### config.mk
export PLATFORM = sky130hd
export DESIGN_NAME = ps2_hex_entry
export DESIGN_NICKNAME = d
export VERILOG_FILES = /design/src/rtl/ps2_hex_entry.sv
export SDC_FILE = /design/constraint.sdc
export NUM_CORES = 1
export LEC_CHECK = 0
export ABC_AREA = 1
export BUFFER_PORTS_ARGS = -buffer_cell sky130_fd_sc_hd__buf_2
export CAP_MARGIN = 10
export CELL_PAD_IN_SITES_DETAIL_PLACEMENT = 1
export CELL_PAD_IN_SITES_GLOBAL_PLACEMENT = 1
export CORE_MARGIN = 4
export CORE_UTILIZATION = 42
export DETAILED_ROUTE_END_ITERATION = 10
export GPL_ROUTABILITY_DRIVEN = 0
export PLACE_DENSITY = 0.89
export SETUP_SLACK_MARGIN = 0.15
export SYNTH_ARGS = -nofsm -noshare
export SYNTH_HDL_FRONTEND = slang
export SYNTH_SLANG_ARGS = --single-unit
### constraint.sdc
create_clock -name clk100mhz -period 3.7 [get_ports clk100mhz]
set_input_delay 0.74 -clock clk100mhz [delete_from_list [all_inputs] [get_ports clk100mhz]]
set_output_delay 0.74 -clock clk100mhz [all_outputs]
set_load 0.01 [all_outputs]
### src/rtl/ps2_hex_entry.sv
// Hex-entry editor: decodes PS/2 scan-code set 2 bytes into hex digits and edit keys,
// maintains an editable hex buffer and a committed copy latched on Enter.
module ps2_hex_entry #(
   parameter int unsigned DIGITS          = 8,
   parameter int unsigned OVERFLOW_SHIFT  = 0,
   parameter int unsigned REPEAT_EN       = 0,
   parameter int unsigned CLEAR_ON_COMMIT = 1
) (
   input  logic                  clk100mhz,
   input  logic                  reset,
   input  logic [7:0]            scan_code,
   input  logic                  scan_valid,
   output logic [4*DIGITS-1:0]   edit_value,
   output logic [DIGITS-1:0]     edit_mask,
   output logic [4*DIGITS-1:0]   commit_value,
   output logic [DIGITS-1:0]     commit_mask,
   output logic                  commit_pulse,
   output logic                  overflow
);

   localparam int unsigned VW = 4 * DIGITS;
   localparam int unsigned CW = $clog2(DIGITS + 1);
   localparam logic [CW-1:0] CountFull = CW'(DIGITS);

   localparam logic [1:0] StIdle   = 2'd0;
   localparam logic [1:0] StBrk    = 2'd1;
   localparam logic [1:0] StExt    = 2'd2;
   localparam logic [1:0] StExtBrk = 2'd3;

   localparam logic [7:0] CodeBreak = 8'hF0;
   localparam logic [7:0] CodeExt   = 8'hE0;
   localparam logic [7:0] CodeEnter = 8'h5A;
   localparam logic [7:0] CodeBksp  = 8'h66;
   localparam logic [7:0] CodeEsc   = 8'h76;

   // Returns {valid, nibble} for main-row and keypad hex keys.
   function automatic logic [4:0] hex_decode(input logic [7:0] code);
      case (code)
         8'h45, 8'h70: return 5'h10;
         8'h16, 8'h69: return 5'h11;
         8'h1E, 8'h72: return 5'h12;
         8'h26, 8'h7A: return 5'h13;
         8'h25, 8'h6B: return 5'h14;
         8'h2E, 8'h73: return 5'h15;
         8'h36, 8'h74: return 5'h16;
         8'h3D, 8'h6C: return 5'h17;
         8'h3E, 8'h75: return 5'h18;
         8'h46, 8'h7D: return 5'h19;
         8'h1C:        return 5'h1A;
         8'h32:        return 5'h1B;
         8'h21:        return 5'h1C;
         8'h23:        return 5'h1D;
         8'h24:        return 5'h1E;
         8'h2B:        return 5'h1F;
         default:      return 5'h00;
      endcase
   endfunction

   logic [1:0]    state_q, state_d;
   logic [VW-1:0] value_q, value_d;
   logic [DIGITS-1:0] mask_q, mask_d;
   logic [CW-1:0] count_q, count_d;
   logic          ovf_q, ovf_d;
   logic [VW-1:0] cvalue_q, cvalue_d;
   logic [DIGITS-1:0] cmask_q, cmask_d;
   logic          pulse_q, pulse_d;
   logic          held_valid_q, held_valid_d;
   logic          held_ext_q, held_ext_d;
   logic [7:0]    held_code_q, held_code_d;

   logic          make_valid;
   logic          make_ext;
   logic          is_repeat;
   logic [4:0]    digit;

   assign digit     = hex_decode(scan_code);
   assign is_repeat = (REPEAT_EN == 0) && held_valid_q && (held_ext_q == make_ext) &&
                      (held_code_q == scan_code);

   always_comb begin
      state_d      = state_q;
      value_d      = value_q;
      mask_d       = mask_q;
      count_d      = count_q;
      ovf_d        = ovf_q;
      cvalue_d     = cvalue_q;
      cmask_d      = cmask_q;
      pulse_d      = 1'b0;
      held_valid_d = held_valid_q;
      held_ext_d   = held_ext_q;
      held_code_d  = held_code_q;
      make_valid   = 1'b0;
      make_ext     = 1'b0;

      if (scan_valid) begin
         case (state_q)
            StIdle: begin
               if (scan_code == CodeBreak) begin
                  state_d = StBrk;
               end else if (scan_code == CodeExt) begin
                  state_d = StExt;
               end else begin
                  make_valid = 1'b1;
               end
            end
            StBrk: begin
               state_d = StIdle;
               if (held_valid_q && !held_ext_q && (held_code_q == scan_code)) begin
                  held_valid_d = 1'b0;
               end
            end
            StExt: begin
               if (scan_code == CodeBreak) begin
                  state_d = StExtBrk;
               end else begin
                  state_d = StIdle;
                  if (scan_code == CodeEnter) begin
                     make_valid = 1'b1;
                     make_ext   = 1'b1;
                  end
               end
            end
            StExtBrk: begin
               state_d = StIdle;
               if ((scan_code == CodeEnter) && held_valid_q && held_ext_q &&
                   (held_code_q == CodeEnter)) begin
                  held_valid_d = 1'b0;
               end
            end
            default: state_d = StIdle;
         endcase
      end

      if (make_valid && !is_repeat) begin
         held_valid_d = 1'b1;
         held_ext_d   = make_ext;
         held_code_d  = scan_code;

         if (scan_code == CodeEnter) begin
            // Commit captures the pre-clear edit state.
            cvalue_d = value_q;
            cmask_d  = mask_q;
            pulse_d  = 1'b1;
            ovf_d    = 1'b0;
            if (CLEAR_ON_COMMIT != 0) begin
               value_d = '0;
               mask_d  = '0;
               count_d = '0;
            end
         end else if (scan_code == CodeBksp) begin
            if (count_q != '0) begin
               value_d = value_q >> 4;
               mask_d  = mask_q >> 1;
               count_d = count_q - CW'(1);
            end
         end else if (scan_code == CodeEsc) begin
            value_d = '0;
            mask_d  = '0;
            count_d = '0;
            ovf_d   = 1'b0;
         end else if (digit[4]) begin
            if (count_q < CountFull) begin
               value_d = (value_q << 4) | VW'(digit[3:0]);
               mask_d  = (mask_q << 1) | DIGITS'(1);
               count_d = count_q + CW'(1);
            end else if (OVERFLOW_SHIFT != 0) begin
               value_d = (value_q << 4) | VW'(digit[3:0]);
            end else begin
               ovf_d = 1'b1;
            end
         end
      end
   end

   always_ff @(posedge clk100mhz) begin
      if (reset) begin
         state_q      <= StIdle;
         value_q      <= '0;
         mask_q       <= '0;
         count_q      <= '0;
         ovf_q        <= 1'b0;
         cvalue_q     <= '0;
         cmask_q      <= '0;
         pulse_q      <= 1'b0;
         held_valid_q <= 1'b0;
         held_ext_q   <= 1'b0;
         held_code_q  <= 8'h00;
      end else begin
         state_q      <= state_d;
         value_q      <= value_d;
         mask_q       <= mask_d;
         count_q      <= count_d;
         ovf_q        <= ovf_d;
         cvalue_q     <= cvalue_d;
         cmask_q      <= cmask_d;
         pulse_q      <= pulse_d;
         held_valid_q <= held_valid_d;
         held_ext_q   <= held_ext_d;
         held_code_q  <= held_code_d;
      end
   end

   assign edit_value   = value_q;
   assign edit_mask    = mask_q;
   assign commit_value = cvalue_q;
   assign commit_mask  = cmask_q;
   assign commit_pulse = pulse_q;
   assign overflow     = ovf_q;

endmodule
# Yosys cells after proc, flatten, opt, wreduce, memory -nomap -nowiden
# Memory sizes are Yosys's and may differ from the RTL's.
# Index checks and enable logic that the tools add are counted.
# classes
addsub	2
order_cmp	1
n_eq_ne	17
n_mux	41
bitwise	2
reduce_logical	24
# op_table
cell	count
two-way mux 32 bit	6
two-way mux 8 bit	6
== test 8 x 7 -> 1 bit (second input constant)	4
bitwise OR 32 x 4 -> 32 bit	1
two-way mux 4 bit	6
== test 8 bit (second input constant)	2
two-way mux 1 bit	16
!= test 3 bit (second input constant)	4
AND reduction 4 bit	3
nonzero test 4 bit	3
== test 8 bit	1
logical AND 1 bit	8
two-way mux 2 bit	3
case mux 2 bit (3 select lines)	1
nonzero test 3 bit	2
two-way mux 5 bit	1
adder 4 x 1 -> 4 bit (second input constant)	1
== test 2 bit (second input constant)	2
less-than comparator 4 bit (second input constant)	1
case mux 1 bit (2 select lines)	2
AND reduction 2 bit	2
OR reduction 2 bit	2
subtractor 4 x 1 -> 4 bit (second input constant)	1
!= test 3 x 2 -> 1 bit (second input constant)	1
7 further kinds	8
# word_totals
regBits	98
mem_bits_ro	640
in_bits	11
output_inout_bits	82
n_memories	1
# mem_list
name	words	word_bits	rd	rd_ports_with_merged_regs	wr	line	text
(no name shown)	128	5	1	0	0	38	case (code)

# Depth between registers and ports, before layout
# depth
word_depth	12
ltp_mapped	17
depth_no_buf	16

# Worst setup path after synthesis
# OpenSTA, ideal clock, no wires.
# synth_timing
path_kind	input port to flip-flop
start	input scan_code[0]
end	register value_q[10] (netlist: edit_value[10])
setup_time_ns	0.115
arrival_ns	2.290
path_slack_ns	1.295
path_stages	16
n_path_buf	3
cell_sequence	inv_1 ha_1 inv_1 nor2_1 nand2_1 nor2_1 buf_4 nand4_1 nand4_1 nand2_1 nor2_1 buf_4 buf_2 nand3_1 nand2_1 nor2_1
# synth_via
elab_chain_len	11
# synth_lines
item	line	text
from (decl)	11	input logic [7:0] scan_code,
parallel branches: the longest is 11 deep, another holds memory (128 x 5 bit)	-	
to (signal assigned)	190	value_q <= value_d;
to (decl)	60	logic [VW-1:0] value_q, value_d;
# Several ways; the timed one is not identified.
# A chain may end at the register's enable or synchronous reset.

# Worst setup path after layout
# layout_timing
start	input scan_code[0]
end	register mask_q[0] (netlist: edit_mask[0])
# layout_via
elab_chain_len	11
# layout_lines
item	line	text
parallel branches: the longest is 11 deep, another holds memory (128 x 5 bit)	-	
to (signal assigned)	191	mask_q <= mask_d;
to (decl)	61	logic [DIGITS-1:0] mask_q, mask_d;
# Several ways; the timed one is not identified.

==> metrics.txt <==
total congestion overflow 0; Final Slew Violations 0; Final Hold Viols 0; number of cells traversed by the worst register-to-register path 10; Crit path max-delay family simple AND/OR/NAND/NOR gates; number of top-level pins 93; Setup violations, final 0; cell taking the most area after synthesis sky130_fd_sc_hd__dfxtp_1; # Max-Cap Violations 0; total of flip-flops plus latches after synthesis 98; overall global routing resource usage 0.236; Clock Root Buffer sky130_fd_sc_hd__clkbuf_16; quantity of hold-fixing buffers added after cts 0; RR Startpoint state_q[1]$_SDFFE_PP0P_; commonest non-fill, non-tap cells in the layout sky130_fd_sc_hd__nand2_1, sky130_fd_sc_hd__a21oi_1, sky130_fd_sc_hd__dfxtp_1, sky130_fd_sc_hd__nand3_1, sky130_fd_sc_hd__buf_2; growth of design area from synthesis to finish 16.1%; pre-CTS setup slack 0.441 ns; result of the run complete, no violations; antenna violations before repair 0; placeable core region 11600 um^2; area of the die 13800 um^2; start-to-end type of the worst setup path input pin to flop; share of Yosys cell area claimed by the top area cell type 0.389; path class of the lowest-slack min-delay path flop to flop; Fin Clk Skew 0.0108 ns; number of remaining DRC errors 0; via count of the first global-routing pass 5517; Hold Path Sink commit_value[29]$_SDFFE_PP0P_; Hold Crit Depth 2; total buffers and inverters traversed by the critical path 3; highest net fanout along the worst path 19; antenna-violating nets left 0; sink count of the clock tree 98; Synthesis Warnings 0; worst-skew pair later-pin latency 0.35 ns; routed via count divided by cell count 5.72; first-pass GRT wire length 27.6 mm; delay contributed by the slowest stage of the critical path 0.44 ns; total clock buffers created by CTS 9; most frequent cell on the critical path sky130_fd_sc_hd__nand2_1; setup TNS 0 ns; Finished Layout Cells 974; Power per Cell Area 437 nW/um^2; synthesized area per cell 6.63 um^2; Worst Setup Slack, final 0.756 ns; share of layout cells above drive strength 1 0.155; horizontal die dimension 118 um; effective utilization at floorplan 0.435; achievable frequency 0.340 GHz; Reg2Reg Capture Point edit_mask[0]$_SDFFE_PP0P_; share of the yosys chip area belonging to registers 0.389; pin count of the biggest net entering global routing 57; sequence of cells on the critical path buf_2 -> inv_1 -> ha_1 -> inv_1 -> nor2_1 -> nand2_1 -> nor2_4 -> nand2_1 -> a21oi_1 -> nand2_1 -> nor2_4 -> nand2_1 -> nand2_1 -> nand2_1 -> nor2_1; Final Total Pwr 2.56 mW; crit path time final 2.94 ns; count of different cell masters after synthesis 25; leak pwr 2.66 nW; Synth Cell Area 5050 um^2; Total Wirelength 16.7 mm; Detailed Place HPWL 11.7 mm; Final period util 0.796; register-to-register path setup slack 1.34 ns; TritonCTS clock tree done; H-tree levels 3; final core utilization 0.505; worst path required time 3.97 ns; clk slew on worst S/H paths 0.06 ns; normalized max-slew margin 0.326; WP data arrival 3.22 ns; n_diodes 0; Final #Nets 846; startpoint of the most critical hold path commit_value[29]$_SDFFE_PP0P_; number of port buffers 92; DR pass1 iterations 5; leading cell type in the layout, fill and taps excluded sky130_fd_sc_hd__nand2_1; Synth Net Count 782; drt initial violations 357; Worst Setup End Kind flop; die extent in y 118 um; cells after synthesis 762; number of gates given a new drive strength after cts 0; Longest Clk Path Bufs 2; transition time of the tightest slew-check pin 1.00 ns; cell type of the slowest stage on the worst timing path sky130_fd_sc_hd__nand2_1; launching element type of the critical path input pin; detailed-route wire length per cell 17.1 um; Post-CTS Setup Inserts 0; RSZ-0062 raised after global routing false; site row count 39; ranking of synthesized cells by area sky130_fd_sc_hd__dfxtp_1, sky130_fd_sc_hd__nand2_1, sky130_fd_sc_hd__a21oi_1, sky130_fd_sc_hd__nand3_1, sky130_fd_sc_hd__nor2_1; placed cell count 958; IR drop worst, VDD 0.000195 V; via count 5575
## report_power, final
group	switching, mW	total, mW	internal, mW
combinational	0.329	0.492	0.163
sequential	0.0774	1.19	1.11
clock	0.406	0.882	0.475
## worst max-delay path by stage
| stage | from | end | cells after the start |
|---|---|---|---|
| global placement | scan_code[0] | edit_value[29]$_SDFFE_PP0P_ | 14 |
| finish | scan_code[0] | edit_mask[0]$_SDFFE_PP0P_ | 15 |
| global route | scan_code[0] | edit_value[30]$_SDFFE_PP0P_ | 15 |
| CTS | scan_code[0] | edit_mask[0]$_SDFFE_PP0P_ | 15 |
| detailed placement | scan_code[0] | count_q[3]$_SDFFE_PP0P_ | 14 |
| floorplan | scan_code[0] | edit_value[10]$_SDFFE_PP0P_ | 16 |
## routing by layer
metal	vias to the layer above	global-route usage	share of wire
li1	2654	-	-
met1	2726	0.284	0.42
met2	158	0.423	0.51
met3	37	0.0408	0.046
met4	0	0.0777	0.022
met5	-	0	0
## synthesized netlist by cell type
master,n
sky130_fd_sc_hd__a21boi_0,2
sky130_fd_sc_hd__a21oi_1,99
sky130_fd_sc_hd__a21oi_2,1
sky130_fd_sc_hd__a22oi_1,30
sky130_fd_sc_hd__buf_1,5
sky130_fd_sc_hd__buf_2,18
sky130_fd_sc_hd__buf_4,7
sky130_fd_sc_hd__clkbuf_1,22
sky130_fd_sc_hd__clkinv_1,2
sky130_fd_sc_hd__dfxtp_1,98
sky130_fd_sc_hd__ha_1,9
sky130_fd_sc_hd__inv_1,48
sky130_fd_sc_hd__inv_2,3
sky130_fd_sc_hd__nand2_1,184
sky130_fd_sc_hd__nand2_2,2
sky130_fd_sc_hd__nand3_1,92
sky130_fd_sc_hd__nand3b_1,1
sky130_fd_sc_hd__nand4_1,13
sky130_fd_sc_hd__nor2_1,92
sky130_fd_sc_hd__nor3_1,7
sky130_fd_sc_hd__o211ai_1,1
sky130_fd_sc_hd__o21a_1,1
sky130_fd_sc_hd__o21ai_0,20
sky130_fd_sc_hd__o22ai_1,2
sky130_fd_sc_hd__xor2_1,3
## state kept, by name, summed over array words and instances, names as in the netlist
name,flops
held_valid_q,1
held_code_q,8
count_q,4
state_q,2
commit_pulse,1
edit_mask,8
commit_value,32
held_ext_q,1
edit_value,32
commit_mask,8
overflow,1
## logic make-up (layout without fill, tap and decap cells)
| kind of cell | after synthesis | after routing | share of synthesized area |
|---|---|---|---|
| AO/OA/AOI/OAI | 156 | 156 | 0.173 |
| XOR/XNOR | 3 | 3 | 0.00521 |
| adder cells (fa/ha/maj) | 9 | 9 | 0.0223 |
| buffers and inverters | 105 | 174 | 0.0877 |
| flip-flops | 98 | 98 | 0.389 |
| AND/OR/NAND/NOR | 391 | 391 | 0.323 |
## tightest hold or removal path, delay by kind of cell, from the launching register on
| kind | cells | cell delay [ns] |
|---|---|---|
| compound gates | 1 | 0.05 |
| simple gates | 1 | 0.06 |
| flops | 1 | 0.31 |
## stage by stage
stage          cell area, um^2  hold slack [ns]
2_1_floorplan             5050            0.452
3_3_place_gp              5590            0.444
3_5_place_dp              5590            0.451
4_1_cts                   5860            0.460
5_1_grt                   5860            0.486
6_report                  5860            0.459
## area by class of cell
type                    instances  area (um^2)
clock buffers                  12          246
clock inverters                 4         26.3
fillers                      1578         5750
inverters                      53          199
multi-input cells             559         2660
flip-flops and latches         98         1960
well taps                     143          179
repair buffers                105          583
Power figures use the tool's default switching activity.
